File: config.mk
export PLATFORM = sky130hd
export DESIGN_NAME = quad_decoder
export DESIGN_NICKNAME = d
export VERILOG_FILES = /design/src/rtl/quad_pkg.sv /design/src/rtl/quad_filt.sv /design/src/rtl/quad_decoder.sv
export SDC_FILE = /design/constraint.sdc
export NUM_CORES = 1
export LEC_CHECK = 0
export ABC_AREA = 1
export CORE_UTILIZATION = 54
export CTS_BUF_LIST = sky130_fd_sc_hd__clkbuf_2
export DETAILED_ROUTE_END_ITERATION = 7
export GPL_ROUTABILITY_DRIVEN = 0
export PLACE_DENSITY = 0.76
export SYNTH_ARGS = -nofsm -noshare
export SYNTH_HDL_FRONTEND = slang
export SYNTH_SLANG_ARGS = --single-unit
File: constraint.sdc
create_clock -name clk -period 2.62 [get_ports clk]
set_input_delay 0.524 -clock clk [delete_from_list [all_inputs] [get_ports clk]]
set_output_delay 0.524 -clock clk [all_outputs]
set_load 0.02 [all_outputs]
File: src/rtl/quad_pkg.sv
// Shared types and constants for the quadrature decoder.
//   state_t   : decoder FSM state (start-up settle, then tracking)
//   PH_*      : 2-bit {A,B} phase states in forward Gray order 00 -> 10 -> 11 -> 01
//   DIR_*     : direction encoding shared with the up/down counters (0 = up, 1 = down)
//   gray_next : the phase state that follows a given one in the forward direction
package quad_pkg;

  typedef enum logic {
    StInit,
    StTrack
  } state_t;

  localparam logic [1:0] PH_00 = 2'b00;
  localparam logic [1:0] PH_10 = 2'b10;
  localparam logic [1:0] PH_11 = 2'b11;
  localparam logic [1:0] PH_01 = 2'b01;

  localparam logic DIR_UP = 1'b0;
  localparam logic DIR_DN = 1'b1;

  function automatic logic [1:0] gray_next(input logic [1:0] ph);
    logic [1:0] nxt;
    unique case (ph)
      PH_00:   nxt = PH_10;
      PH_10:   nxt = PH_11;
      PH_11:   nxt = PH_01;
      default: nxt = PH_00;
    endcase
    return nxt;
  endfunction

endpackage

File: src/rtl/quad_filt.sv
// One phase of the decoder front end: 2-flop synchronizer followed by a stability
// filter. The filtered value only follows the synchronized input once it has differed
// from it for FILT_LEN consecutive cycles, so shorter pulses are dropped.
//   clk, rst : clock, asynchronous active-high reset
//   load     : force the filtered value to the synchronized input this cycle
//   d_in     : raw asynchronous phase input
//   f_out    : filtered phase; shows the value being loaded while load is high
module quad_filt #(
  parameter int unsigned FILT_LEN = 3
) (
  input  logic clk,
  input  logic rst,
  input  logic load,
  input  logic d_in,
  output logic f_out
);

  localparam logic [3:0] LastCnt = 4'(FILT_LEN - 1);

  logic       s1, s2, f;
  logic [3:0] c;

  always_ff @(posedge clk or posedge rst) begin
    if (rst) begin
      s1 <= 1'b0;
      s2 <= 1'b0;
      f  <= 1'b0;
      c  <= '0;
    end else begin
      s1 <= d_in;
      s2 <= s1;
      if (load) begin
        f <= s2;
        c <= '0;
      end else if (s2 == f) begin
        c <= '0;
      end else if (c == LastCnt) begin
        f <= s2;
        c <= '0;
      end else begin
        c <= c + 4'd1;
      end
    end
  end

  // Bypass on load so the parent can capture the forced value in the same edge.
  assign f_out = load ? s2 : f;

endmodule

File: src/rtl/quad_decoder.sv
// Quadrature (A/B) x4 decoder. Filters both phases, waits for them to settle after
// reset, then turns each legal Gray transition into a one-cycle step pulse with a
// direction bit and keeps a wrapping position count. Two-bit jumps set a sticky error.
//   clk, rst   : clock, asynchronous active-high reset
//   en         : decode enable (phases are still tracked while low)
//   clr        : synchronous clear of pos and err
//   a_in, b_in : asynchronous encoder phases
//   pos        : wrapping position count
//   step       : one-cycle pulse per valid transition
//   dir        : direction of the last step (0 = up, 1 = down)
//   err        : sticky illegal-transition flag
module quad_decoder
  import quad_pkg::*;
#(
  parameter int unsigned CNT_W    = 16,
  parameter int unsigned FILT_LEN = 3
) (
  input  logic             clk,
  input  logic             rst,
  input  logic             en,
  input  logic             clr,
  input  logic             a_in,
  input  logic             b_in,
  output logic [CNT_W-1:0] pos,
  output logic             step,
  output logic             dir,
  output logic             err
);

  localparam logic [4:0] InitLast = 5'(FILT_LEN + 1);

  state_t     state;
  logic [4:0] wait_cnt;
  logic [1:0] prev;
  logic [1:0] cur;
  logic       fa, fb;
  logic       load;
  logic       fwd, rev, bad;

  // Last INIT cycle: both filters snap to their synchronized inputs.
  assign load = (state == StInit) && (wait_cnt == InitLast);

  quad_filt #(
    .FILT_LEN(FILT_LEN)
  ) u_filt_a (
    .clk  (clk),
    .rst  (rst),
    .load (load),
    .d_in (a_in),
    .f_out(fa)
  );

  quad_filt #(
    .FILT_LEN(FILT_LEN)
  ) u_filt_b (
    .clk  (clk),
    .rst  (rst),
    .load (load),
    .d_in (b_in),
    .f_out(fb)
  );

  assign cur = {fa, fb};

  always_comb begin
    fwd = (cur == gray_next(prev));
    rev = (prev == gray_next(cur));
    bad = (cur == ~prev);
  end

  always_ff @(posedge clk or posedge rst) begin
    if (rst) begin
      state    <= StInit;
      wait_cnt <= '0;
      prev     <= PH_00;
      pos      <= '0;
      step     <= 1'b0;
      dir      <= DIR_UP;
      err      <= 1'b0;
    end else begin
      step <= 1'b0;
      unique case (state)
        StInit: begin
          if (load) begin
            state    <= StTrack;
            prev     <= cur;
            wait_cnt <= '0;
          end else begin
            wait_cnt <= wait_cnt + 5'd1;
          end
        end
        StTrack: begin
          prev <= cur;
          if (en) begin
            if (fwd) begin
              step <= 1'b1;
              dir  <= DIR_UP;
              pos  <= pos + CNT_W'(1);
            end else if (rev) begin
              step <= 1'b1;
              dir  <= DIR_DN;
              pos  <= pos - CNT_W'(1);
            end else if (bad) begin
              err <= 1'b1;
            end
          end
        end
        default: state <= StInit;
      endcase
      // Clear wins over a same-cycle count or error; step/dir still report the decode.
      if (clr) begin
        pos <= '0;
        err <= 1'b0;
      end
    end
  end

endmodule

---- Word level (Yosys, flattened, before mapping) ----
Cells that the tools add are included.
word-level totals
  bits in registers ....................... 41
  logic and storage cells ................. 92
operators by class
  add/sub/neg operators ................... 5
  eq/ne operators ......................... 17
  mux-type cells .......................... 38
  bitwise logic cells ..................... 2
  reductions and logical operators ........ 15
operators with widths
  kind                   count
  $mux 16                5
  $mux 4                 6
  $mux 1                 22
  $add 16x1->16 const B  1
  $sub 16x1->16 const B  1
  $pmux 2 s3             2
  $reduce_bool 2->1      6
  $add 4x1->4 const B    2
  $eq 2x2->1 const B     4
  $eq 4x2->1 const B     2
  $eq 2x2->1             3
  $ne 2x2->1 const B     3
  $reduce_and 3->1       2
  $add 5x1->5 const B    1
  $eq 5x3->1 const B     1
  $mux 5                 1
  $reduce_and 5->1       1
  $logic_not 2->1        2
  $ne 2x1->1 const B     2
  $pmux 2 s2             1
  $reduce_and 2->1       2
  $reduce_bool 3->1      1
  $eq 1x1->1             2
  $mux 2                 1
  3 further kinds        3

---- Depth between registers and ports, before layout ----
  depth after elaboration ................. 11
  depth in mapped cells ................... 21
  gate-level depth less buffers ........... 21

---- Hierarchy ----
From an unflattened synthesis, not the netlist that was laid out.
unflattened totals
  cell total of the unflattened synthesis .. 370
  area total of the unflattened synthesis .. 2,726.4 µm²
by module, submodules not included
  module        instances  cells an instance  area an instance (µm²)  sequential area each (µm²)
  quad_decoder  1          298                2,058.2                 675.6
  quad_filt     2          36                 334.1                   175.2

---- Worst setup path before layout ----
Ideal clock, no wire load.
  path kind ............................... reg-to-reg
  start point ............................. register wait_cnt[0]
  end point ............................... register pos[9]
  data arrival time ....................... 2.638 ns
  data required time ...................... 2.555 ns
  path slack .............................. -0.083 ns
  cell stages (with the launch flop) ...... 21
  path buffers ............................ 0
  clock period less this slack ............ 2.703 ns
  cells stage by stage .................... dfrtp_1 -> inv_1 -> ha_1 -> nand2_2 -> clkinv_2 -> nand3_4 -> nand2_2 -> nand2_1 -> nand2_1 -> nand2_2 -> nand2_4 -> ha_1 -> nand3_1 -> nand2_1 -> inv_1 -> o21ai_0 -> nand2_1 -> nand2_1 -> xor2_1 -> nand2_2 -> nand2_2
between the ends
  longest elaborated chain between the ends .. 8
ends and longest elaborated chain
  what                                                           line                                    RTL
  from (decl)                                                    quad_decoder.sv:33                      logic [4:0] wait_cnt;
  from (signal assigned)                                         quad_decoder.sv:89                      wait_cnt <= wait_cnt + 5'd1;
  $eq 5x3->1 (*)                                                 quad_decoder.sv:41                      assign load = (state == StInit) && (wait_cnt == InitLast);
  $logic_and 1x1->1 (*)                                          quad_decoder.sv:41
  $mux 1                                                         quad_filt.sv:47                         assign f_out = load ? s2 : f;
  $eq 2x2->1 (tied with other cells)                             quad_pkg.sv:23                          unique case (ph)
  $pmux 2 s3 or $mux 16 (tied branches)                          quad_pkg.sv:23, quad_decoder.sv:95
  $eq 2x2->1 or $mux 16 (tied branches)                          quad_decoder.sv:67, quad_decoder.sv:94
  $reduce_bool 3->1 (no source line) or $mux 16 (tied branches)  --
  $reduce_and 3->1 (no source line) or $mux 16 (tied branches)   --
  to (signal assigned)                                           quad_decoder.sv:98                      pos <= pos + CNT_W'(1);
  to (signal assigned)                                           quad_decoder.sv:102                     pos <= pos - CNT_W'(1);
  to (decl)                                                      quad_decoder.sv:24                      output logic [CNT_W-1:0] pos,
Mark *: on every way between the ends. The rest lies on a longest branch, timed or not. The select of a mux whose other input is x is not followed.
A chain may end at the register's enable or synchronous reset.

---- Worst setup path after layout ----
  start point ............................. register wait_cnt[1]
  end point ............................... register pos[12]
Same word-level chain as after synthesis.

==> reports/metrics.yaml <==
final_nets: 424
grt_pass1_wl_um: 11100
synth_simple_gate_area_share_pct: 31.6
synthAdderAreaFrac_pct: 11.1
clk_latency_ns: 0.43
finalWirelength_um: 8540
synth_seq_cells: 41
routedWlPerCell_um: 18.5
drv_slew: 0
tightest_slew_ns: 0.531
drive_gt1_share_pct: 41.7
synthMuxAreaShare_pct: 0
drt_pass1_iterations: 8
port_buffers: 24
via_per_inst: 5.93
grt_pass1_vias: 2404
first_iter_violations: 341
ys_warn_count: 0
gr-total-overflow: 0
hold-worst-slack_ns: 0.381
period_share_pct: 110
num_io_pins: 25
syn_nets: 347
drc_errors: 0
rows: 25
syn2layout_area_growth_pct: 46.7
design_area_um2: 3910
clockBufferDepth: 2
synthFlopType: "dfrtp_1"
critical_path_class: "reg -> reg"
dp_cells: 437
crit_fanout: 7
synth.avg_cell_area_um2: 8.38
start_kind: "flop"
violations: "setup timing"
period_needed_ns: 2.89
crit_chain: "inv_2 > ha_4 > nand2_4 > clkinv_4 > nand4_1 > nand2_2 > nand2_2 > nand2_4 > nand2_8 > buf_12 > ha_4 > a21oi_1 > inv_1 > a31oi_1 > nand3_1 > nand2_1 > nand3_1 > nand2_1"
clkTransAtPathRegs_ns: 0.25
die_x_um: 72.3
cp_slowest_cell: "dfrtp_1"
yosys.cell_types.count: 32
cts_root_buffer: "clkbuf_2"
diodes: 0
synth_top_family_by_area: "simple AND/OR/NAND/NOR gates"
setup_ws_ns: -0.268
fmax_mhz: 346
crit_required_ns: 3.01
synth_edf_count: 0
grt_setup_unrepaired: "true"
cp_num_buf_inv: 4
crit_family: "simple AND/OR/NAND/NOR gates"
maxCapViolations: 0
slew_headroom_pct: 64.6
ant_nets: 0
min_path_type: "reg -> reg"
synth_seq_area_share_pct: 38.5
setup_viol: 10
syn_area_um2: 2670
status: "finished, violations left"
hold_viol: 0
max_stage_delay_ns: 0.46
grt_use_total_pct: 28.3
synth-compound-area-share_pct: 7.28
dieArea_um2: 5220
arrival_ns: 3.28
core_um2: 4720
antenna_found_initial: 0
grt_max_degree: 42
cts_tree: "built"
fin_cells: 463
crit_path_end_kind: "flop"
synthArstFlopShare_pct: 100
dpl-instance-area_um2: 3200
die_h_um: 72.3
syn_inst: 318
initial_core_util_pct: 56.4
cts.sinks: 41
skew_ns: 0.0127
vias: 2744
synth-xor-area-share_pct: 6.24
dp_hpwl_um: 4030
cts_buffers: 5
htreeDepth: 2
## placed cells by master, fill, tap and decap left out, drive strengths merged
cell and n:
a21boi 1, a21o 3, a21oi 17, a31oi 5
buf 48, clkbuf 5, clkdlybuf4s50 24, clkinv 3
clkinvlp 1, dfrtp 41, fa 1, ha 22
inv 28, nand2 90, nand3 44, nand3b 2
nand4 6, nor2 25, nor3 2, nor4 1
o21a 1, o21ai 5, o21bai 2, xnor2 5
xor2 14
## worst register-to-register path, stage by stage, from the launching register on
cell and delay (ns):
dfrtp_1 0.46, inv_2 0.08, ha_4 0.14, nand2_4 0.06, clkinv_4 0.08, nand4_1 0.19, nand2_2 0.16, nand2_2 0.08
nand2_4 0.14, nand2_8 0.09, buf_12 0.16, ha_4 0.26, a21oi_1 0.19, inv_1 0.09, a31oi_1 0.24, nand3_1 0.13
nand2_1 0.09, nand3_1 0.09, nand2_1 0.11
## layer usage
| layer | vias to the layer above | wire [µm] | track usage (%) |
|---|---|---|---|
| li1 | 1211 | - | - |
| met1 | 1300 | 3350 | 36.1 |
| met2 | 181 | 4250 | 45.8 |
| met3 | 52 | 538 | 5.14 |
| met4 | 0 | 412 | 14.8 |
| met5 | - | 0 | 0 |
## metrics by stage
stage	utilization (%)	setup slack (ns)	TNS, ns
global route	82.8	-0.408	-3.15
detailed placement	67.8	-0.125	-0.819
floorplan	-	0.0205	0
global placement	67.8	-0.0564	-0.191
CTS	77.7	0.00368	0
finish	82.8	-0.268	-1.57
## timing repair
action,4_1_cts,5_1_grt
hold buffers,0,0
buffers inserted,9,10
gates resized for setup,57,45
cloned,1,0
setup endpoints to repair,12,13
pin swaps,22,28
## sequential cells by signal (all words and copies together) (netlist names)
name	count
dir	1
u_filt_a.c	4
u_filt_b.f	1
u_filt_a.f	1
step	1
pos	16
u_filt_a.s2	1
state	1
u_filt_b.s1	1
wait_cnt	5
u_filt_b.c	4
u_filt_b.s2	1
prev	2
u_filt_a.s1	1
err	1
## path summary, 6_finish.rpt
path                                          from                       to  slack, ns  depth (start not counted)
max                        wait_cnt[1]$_DFFE_PP0N_      pos[12]$_DFFE_PP0P_      -0.27                         18
min                          u_filt_b.s1$_DFF_PP0_    u_filt_b.s2$_DFF_PP0_       0.38                          0
max reg2reg                wait_cnt[1]$_DFFE_PP0N_      pos[12]$_DFFE_PP0P_      -0.27                         18
min reg2reg                  u_filt_b.s1$_DFF_PP0_    u_filt_b.s2$_DFF_PP0_       0.38                          0
max in group asynchronous                      rst  u_filt_a.c[2]$_DFF_PP0_       1.78                          3
min in group asynchronous                      rst       pos[0]$_DFFE_PP0P_       0.47                          3
## cells in the mapped netlist (2+ instances only)
library cell  count  share of area (%)
nand2_1          63                8.9
nor3_1            2               0.38
nand3_1          43                8.1
o21bai_1          2               0.56
inv_1            26                3.7
nand2_4           2               0.85
nand3b_1          2               0.56
nand4_1           6                1.4
o21ai_0           5               0.94
a21o_1            3               0.85
xor2_1           14                4.6
nand2_2          23                5.4
a31oi_1           5                1.2
nor2_1           23                3.2
ha_1             22                 10
dfrtp_1          41                 38
a21oi_1          17                3.2
xnor2_1           5                1.6
## cell families (layout without fill, tap and decap cells)
family | after synthesis | in the layout
compound gates | 34 | 34
xor+xnor | 19 | 19
fa+ha+maj | 23 | 23
buf+inv | 32 | 109
flops | 41 | 41
simple gates | 169 | 170
## area by class of cell
class | instances | area (µm²)
flip-flops and latches | 41 | 1030
clock buffers | 5 | 25.0
multi-input cells | 246 | 2010
fillers | 258 | 815
inverters | 29 | 114
clock inverters | 3 | 21.3
well taps | 67 | 83.8
repair buffers | 72 | 628
Power is not shown: default switching activity piles up to over one toggle a cycle in this logic, so the estimate is an artifact.
